===== src/rtl/prefix_adder_pkg.sv =====
// Shared types and sizing helpers for the pipelined Kogge-Stone adder.
package prefix_adder_pkg;

  typedef struct packed {
    logic g;
    logic p;
  } gp_t;

  // Number of prefix levels for an operand width.
  function automatic int unsigned nlev(input int unsigned width);
    return $clog2(width);
  endfunction

  // Cycles from accept to out_valid.
  function automatic int unsigned lat(input int unsigned width, input int unsigned reg_every);
    return nlev(width) / reg_every + 1;
  endfunction

endpackage


===== src/rtl/gp_merge.sv =====
// Prefix merge operator: combines a higher (hi) and lower (lo) generate/propagate pair.
module gp_merge
  import prefix_adder_pkg::*;
(
  input  gp_t hi_i,
  input  gp_t lo_i,
  output gp_t gp_o
);

  assign gp_o.g = hi_i.g | (hi_i.p & lo_i.g);
  assign gp_o.p = hi_i.p & lo_i.p;

endmodule


===== src/rtl/pipelined_prefix_adder.sv =====
// Kogge-Stone adder/subtractor with a register after the g/p stage and after every
// REG_EVERY prefix levels; valid/ready handshake with global stall and synchronous flush.
module pipelined_prefix_adder
  import prefix_adder_pkg::*;
#(
  parameter int unsigned WIDTH     = 16,
  parameter int unsigned REG_EVERY = 2
) (
  input  logic             clk,
  input  logic             rst_n,
  input  logic             flush,
  input  logic             in_valid,
  output logic             in_ready,
  input  logic [WIDTH-1:0] a,
  input  logic [WIDTH-1:0] b,
  input  logic             cin,
  input  logic             sub,
  output logic             out_valid,
  input  logic             out_ready,
  output logic [WIDTH-1:0] sum,
  output logic             cout,
  output logic             ovf,
  output logic             grp_g,
  output logic             grp_p
);

  localparam int W    = int'(WIDTH);
  localparam int RE   = int'(REG_EVERY);
  localparam int NL   = int'(nlev(WIDTH));
  localparam int NSTG = NL / RE;

  gp_t  [WIDTH-1:0] gp_d [NSTG+1];
  gp_t  [WIDTH-1:0] gp_q [NSTG+1];
  logic [WIDTH-1:0] pb_q [NSTG+1];
  logic [NSTG:0]    c0_q;
  logic [NSTG:0]    vld_q;
  gp_t  [WIDTH-1:0] gp0;
  logic [WIDTH-1:0] b_eff;
  logic             adv;

  assign adv       = ~(vld_q[NSTG] & ~out_ready);
  assign in_ready  = adv;
  assign out_valid = vld_q[NSTG];
  assign b_eff     = sub ? ~b : b;

  always_comb begin
    gp0 = '0;
    for (int i = 0; i < W; i++) begin
      gp0[i].g = a[i] & b_eff[i];
      gp0[i].p = a[i] ^ b_eff[i];
    end
  end

  assign gp_d[0] = gp0;

  for (genvar s = 1; s <= NSTG; s++) begin : g_stg
    for (genvar j = 0; j < RE; j++) begin : g_lvl
      localparam int Span = 1 << ((s - 1) * RE + j);
      gp_t [WIDTH-1:0] lin;
      gp_t [WIDTH-1:0] lout;
      if (j == 0) begin : g_first
        assign lin = gp_q[s-1];
      end else begin : g_next
        assign lin = g_lvl[j-1].lout;
      end
      for (genvar i = 0; i < W; i++) begin : g_bit
        if (i >= Span) begin : g_mrg
          gp_merge u_merge (
            .hi_i(lin[i]),
            .lo_i(lin[i-Span]),
            .gp_o(lout[i])
          );
        end else begin : g_pass
          assign lout[i] = lin[i];
        end
      end
    end
    assign gp_d[s] = g_lvl[RE-1].lout;
  end

  // Data registers shift only on adv so a stalled result holds; flush clears valids even
  // while stalled, and a simultaneous accept is dropped because vld_q[0] is cleared.
  always_ff @(posedge clk or negedge rst_n) begin
    if (!rst_n) begin
      vld_q <= '0;
      c0_q  <= '0;
      for (int s = 0; s <= NSTG; s++) begin
        gp_q[s] <= '0;
        pb_q[s] <= '0;
      end
    end else begin
      if (flush) begin
        vld_q <= '0;
      end else if (adv) begin
        vld_q <= {vld_q[NSTG-1:0], in_valid};
      end
      if (adv) begin
        gp_q[0] <= gp_d[0];
        pb_q[0] <= a ^ b_eff;
        c0_q[0] <= sub | cin;
        for (int s = 1; s <= NSTG; s++) begin
          gp_q[s] <= gp_d[s];
          pb_q[s] <= pb_q[s-1];
          c0_q[s] <= c0_q[s-1];
        end
      end
    end
  end

  // Carry into bit i+1 is the full prefix G[i:0] merged with the carry-in as a pure generate.
  gp_t              cin_gp;
  gp_t  [WIDTH-1:0] cg;
  logic [WIDTH:0]   carry;
  logic [WIDTH-1:0] cp;
  logic             unused_cp;

  assign cin_gp = '{g: c0_q[NSTG], p: 1'b0};

  for (genvar i = 0; i < W; i++) begin : g_carry
    gp_merge u_cmerge (
      .hi_i(gp_q[NSTG][i]),
      .lo_i(cin_gp),
      .gp_o(cg[i])
    );
  end

  always_comb begin
    carry    = '0;
    cp       = '0;
    carry[0] = c0_q[NSTG];
    for (int i = 0; i < W; i++) begin
      carry[i+1] = cg[i].g;
      cp[i]      = cg[i].p;
    end
  end

  assign unused_cp = ^cp;

  assign sum   = pb_q[NSTG] ^ carry[WIDTH-1:0];
  assign cout  = carry[WIDTH];
  assign ovf   = carry[WIDTH] ^ carry[WIDTH-1];
  assign grp_g = gp_q[NSTG][WIDTH-1].g;
  assign grp_p = gp_q[NSTG][WIDTH-1].p;

endmodule


===== config.mk =====
export PLATFORM = sky130hd
export DESIGN_NAME = pipelined_prefix_adder
export DESIGN_NICKNAME = d
export VERILOG_FILES = /design/src/rtl/prefix_adder_pkg.sv /design/src/rtl/gp_merge.sv /design/src/rtl/pipelined_prefix_adder.sv
export SDC_FILE = /design/constraint.sdc
export NUM_CORES = 1
export LEC_CHECK = 0
export BUFFER_PORTS_ARGS = -buffer_cell sky130_fd_sc_hd__buf_2
export CORE_MARGIN = 8
export CORE_UTILIZATION = 40
export DETAILED_ROUTE_END_ITERATION = 8
export PLACE_DENSITY = 0.69
export SLEW_MARGIN = 10
export SYNTH_ARGS = -nofsm -noshare
export SYNTH_HDL_FRONTEND = slang
export SYNTH_SLANG_ARGS = --single-unit

===== constraint.sdc =====
create_clock -name clk -period 1.8 [get_ports clk]
set_input_delay 0.36 -clock clk [delete_from_list [all_inputs] [get_ports clk]]
set_output_delay 0.36 -clock clk [all_outputs]
set_load 0.01 [all_outputs]

# Word level (Yosys, flattened, before mapping)
# Index checks and enable logic that the tools add are counted.
# W data, S select, Z words.
classes:
  eq_ne: 1
  bitwise: 219
  muxes: 3
op_table:
  columns: ["op", "n"]
  rows:
  - ["$and A1 B1 Y1", 131]
  - ["$or A1 B1 Y1", 66]
  - ["$xor A16 B16 Y16", 2]
  - ["$xor A1 B1 Y1", 17]
  - ["$mux W16", 1]
  - ["$not A16 Y16", 1]
  - ["$mux W3", 2]
  - ["$ne A2 B2 Y1 const B", 1]
  - ["$not A1 Y1", 2]
totals:
  elab_cells: 324
  register_bits: 150
  in_bits: 39

# Longest topological paths before layout
depth:
  ltp_word: 4
  mapped_depth: 6

# Modules after synthesis
# Synthesis repeated with hierarchy kept, for this count alone.
hier_totals:
  hier_cells: 468
  hier_area_um2: 6566.3
modules_own_cells:
  columns: ["module", "area_each_um2", "cells_per_inst", "seq_area_each_um2", "n_inst"]
  rows:
  - ["pipelined_prefix_adder", 5590.4, 338, 3303.2, 1]
  - ["gp_merge", 15.0, 2, 0.0, 65]

# Worst setup path before layout
# No wires, ideal clock.
synth_path:
  path_type: "register -> output"
  start: "register c0_q[2]"
  end: "output sum[10]"
  t_arrival_ns: 1.019
  path_stages_with_launch: 5
  required_ns: 1.440
  path_buffers: 2
  slack_ns: 0.421
  path_cell_list: "dfrtp_1 -> clkbuf_1 -> buf_4 -> a21oi_1 -> xnor2_1"
synth_between:
  elab_chain_len: 3
synth_rtl:
  columns: ["element", "line", "source"]
  rows:
  - ["start: declaration", "pipelined_prefix_adder.sv:35", "logic [NSTG:0] c0_q;"]
  - ["start signal: indexed assignment", "pipelined_prefix_adder.sv:104", "c0_q[s] <= c0_q[s-1];"]
  - ["$and A1 B1 Y1", "gp_merge.sv:10", "assign gp_o.g = hi_i.g | (hi_i.p & lo_i.g);"]
  - ["$or A1 B1 Y1", "gp_merge.sv:10", null]
  - ["$xor A16 B16 Y16", "pipelined_prefix_adder.sv:139", "assign sum = pb_q[NSTG] ^ carry[WIDTH-1:0];"]
  - ["end: declaration", "pipelined_prefix_adder.sv:20", "output logic [WIDTH-1:0] sum,"]
# No other way between the ends.

# Final worst setup path
layout_path:
  start: "register c0_q[2]"
  end: "output sum[9]"
# The elaborated chain is that of the path after synthesis.

==> summary.md <==
| Metric | Value |
|---|---|
| Worst vdd ir | `712 uV` |
| Capturing point of the worst reg2reg path | `g_stg[2].g_lvl[0].lin[14]` |
| Top Ports | `61` |
| Worst reg2reg startpoint | `vld_q[2]` |
| Warnings, synthesis | `0` |
| Core Box Area | `0.0144 mm2` |
| Clock Pin Slew Worst Setup and Hold Paths | `0.06 ns` |
| Via-to-Cell Ratio | `5.05` |
| Die ar. | `0.0188 mm2` |
| Final hold violation count | `0` |
| Clock Tree Buf Depth | `2` |
| Die Y | `137 um` |
| CTS Buf Count | `17` |
| Minimum clock period | `1.88 ns` |
| Post-synthesis xor/xnor area fraction | `0.0477` |
| Startpoint Class | `flop` |
| Detail Placement HPWL | `9.12 mm` |
| Clock Latency Late Sink | `0.41 ns` |
| Final setup TNS | `-0.364 ns` |
| Top sig layer | `met4` |
| Most frequent cells in the layout | `nand2_1, dfrtp_1, buf_2` |
| Largest net degree at the start of global routing | `119` |
| Via count | `4407` |
| Yosys top cell by area | `dfrtp_1` |
| Ys flop type | `dfrtp_1` |
| Critical Path End Type | `output port` |
| Vias in the first global route | `4545` |
| Nets | `732` |
| Hold Crit Class | `input pin to flop` |
| Slew margin rel. | `0.662` |
| Worst Tran Pin Value | `0.506 ns` |
| Final setup margin | `-0.0803 ns` |
| Syn_area_per_cell | `9.53 um2` |
| Setup bufs post-CTS | `0` |
| FP Rows | `44` |
| Worst Skew | `0.00852 ns` |
| Final Util | `0.483` |
| Fillers | `1346` |
| Cell Pwr Density | `1200 mW/mm2` |
| GRT Overall Usage | `0.151` |
| RSZ-0062 raised after global routing | `true` |
| Total global routing overflow | `0` |
| # clock sinks | `132` |
| F_max | `532 MHz` |
| Initial Util | `0.407` |
| Met2 WL | `6.29 mm` |
| Syn Nets | `672` |
| Outcome | `finished with violations` |
| Post-synthesis sequential area ratio | `0.563` |
| Synth unique cells | `23` |
| Worst path required time | `1.44 ns` |
| Mux contribution to synthesized area | `0` |
| Post-synthesis simple-gate area fraction | `0.199` |
| Setup slack, reg-to-reg | `0.35 ns` |
| Root buffer selected by CTS | `clkbuf_16` |
| Final count of negative-setup-slack endpoints | `10` |
| Iteration count of the initial detailed-routing pass | `5` |
| R2R depth | `5` |
| CTS tree | `done` |
| Worst hold slack | `0.135 ns` |
| Met3 WL | `829 um` |
| Synth Area in Adders | `0.0362` |
| Failing checks | `negative setup slack` |
| Largest family of logic cells by synthesized area | `simple AND/OR/NAND/NOR gates` |
| Critical Setup Path Class | `flop to output port` |
| Syn Inst Count | `616` |
| Yosys top cell area share | `0.563` |
| Hold_sp | `flush` |
| H-Tree Level Count | `4` |
| Port bufs | `60` |
| Top area cells in the synthesized netlist | `dfrtp_1, nand2_1, a21oi_1` |
| Synth Register Bits | `132` |
| M1 wire length | `5.92 mm` |
| Layout area overhead | `18.6%` |
| GPL Wtd Cong | `0.821` |
| Dpl cells | `840` |
| WHS Endpoint | `vld_q[0]` |
| Post-Syn Area | `0.00587 mm2` |
| First-pass GRT wire length | `22.4 mm` |
| Initial antenna violation count | `0` |
| Layout cells sized above 1 | `0.164` |
| Final Cycle Share | `1.04` |
| Ys async rst share | `1.00` |
| Drt drc | `0` |
| Worst hold path depth | `2` |
| Leakage | `0.00350 uW` |
| Post-synthesis compound-gate area fraction | `0.118` |
| # diodes | `0` |
| 1st-iter DRT viols | `384` |
| Chip Width | `137 um` |
| Max-slew violation count | `0` |
| Routed length per instance | `15.2 um` |
| Max Cap Viol | `0` |
| Non-Filler Instances | `872` |
| Post-Route WL | `13.3 mm` |
| Largest fanout on the critical path | `17` |
| Most common cell after layout, fill and taps aside | `nand2_1` |
| Number of flops mapped to enable cells by yosys | `0` |
| Crit path arrival time | `1.52 ns` |
| Final ANT Viol Nets | `0` |
[cells in the mapped netlist (all sizes together) (2+ instances only)]
master	count
nand2	252
a32o	5
dfrtp	132
o211ai	12
o31ai	8
a22o	5
xnor2	16
o21a	12
buf	30
o21ai	5
clkbuf	2
ha	17
xor2	16
a21o	11
a31oi	5
and3	5
a21oi	44
nor2	28
nand3	9
[worst max-delay path: stages, from the launching register on]
cell and delay, ns:
dfrtp_1 0.39, buf_12 0.16, a21oi_1 0.24, xnor2_1 0.16
buf_2 0.15
[registers in the layout (all words and copies together) (netlist names)]
register         count
grp_g                1
vld_q                3
pb_q                47
grp_p                1
gp_q                29
c0_q                 3
g_stg.g_lvl.lin     48
[report_power, final]
part,leakage (uW),switching [uW],internal (uW)
Clock,0.000277,1250,2100
Sequential,0.00164,356,3370
Combinational,0.00158,719,577
Total,0.00350,2320,6050
[metrics by stage]
step / instance area, um2 / total power (uW) / setup slack (ns)
2_1_floorplan: 5870 / 4490 / 0.421
3_3_place_gp: 6360 / 5040 / 0.304
3_5_place_dp: 6360 / 5080 / 0.321
4_1_cts: 6960 / 8460 / -0.104
5_1_grt: 6960 / 8800 / -0.141
6_report: 6960 / 8380 / -0.0803
[how the worst max path moves through the flow]
stage | from | end | slack, ns | depth (start not counted)
after floorplan | c0_q[2] | sum[10] | 0.42 | 4
after global placement | c0_q[2] | sum[1] | 0.30 | 5
after detailed placement | c0_q[2] | sum[1] | 0.32 | 5
after CTS | c0_q[2] | sum[9] | -0.10 | 4
after global routing | c0_q[2] | sum[1] | -0.14 | 5
final | c0_q[2] | sum[9] | -0.08 | 4
[layout make-up]
| type | count | area, um2 | share of cell area |
|---|---|---|---|
| clock buffers | 19 | 453 | 0.0650 |
| flip-flops and latches | 132 | 3300 | 0.474 |
| clock inverters | 12 | 131 | 0.0189 |
| multi-input cells | 451 | 2360 | 0.339 |
| repair buffers | 73 | 478 | 0.0686 |
| well taps | 184 | 230 | 0.0331 |
| inverters | 1 | 6.26 | 0.000898 |
[kinds of logic after synthesis]
family,Yosys count
xor+xnor,32
compound gates,107
flops,132
buf+inv,33
simple gates,295
fa+ha+maj,17
[routing by layer]
layer	track usage	up-vias
li1	-	2146
met1	0.189	2096
met2	0.236	146
met3	0.0532	19
met4	0.0555	0
met5	0	-
[timing repair]
item / CTS / global route
pin swaps: 0 / 1
setup endpoints to repair: 15 / 16
endpoints found under the hold margin: 23 / 0
hold buffers: 1 / 0
resized for setup: 2 / 1
Note: power is estimated with default switching activity, not from simulation.
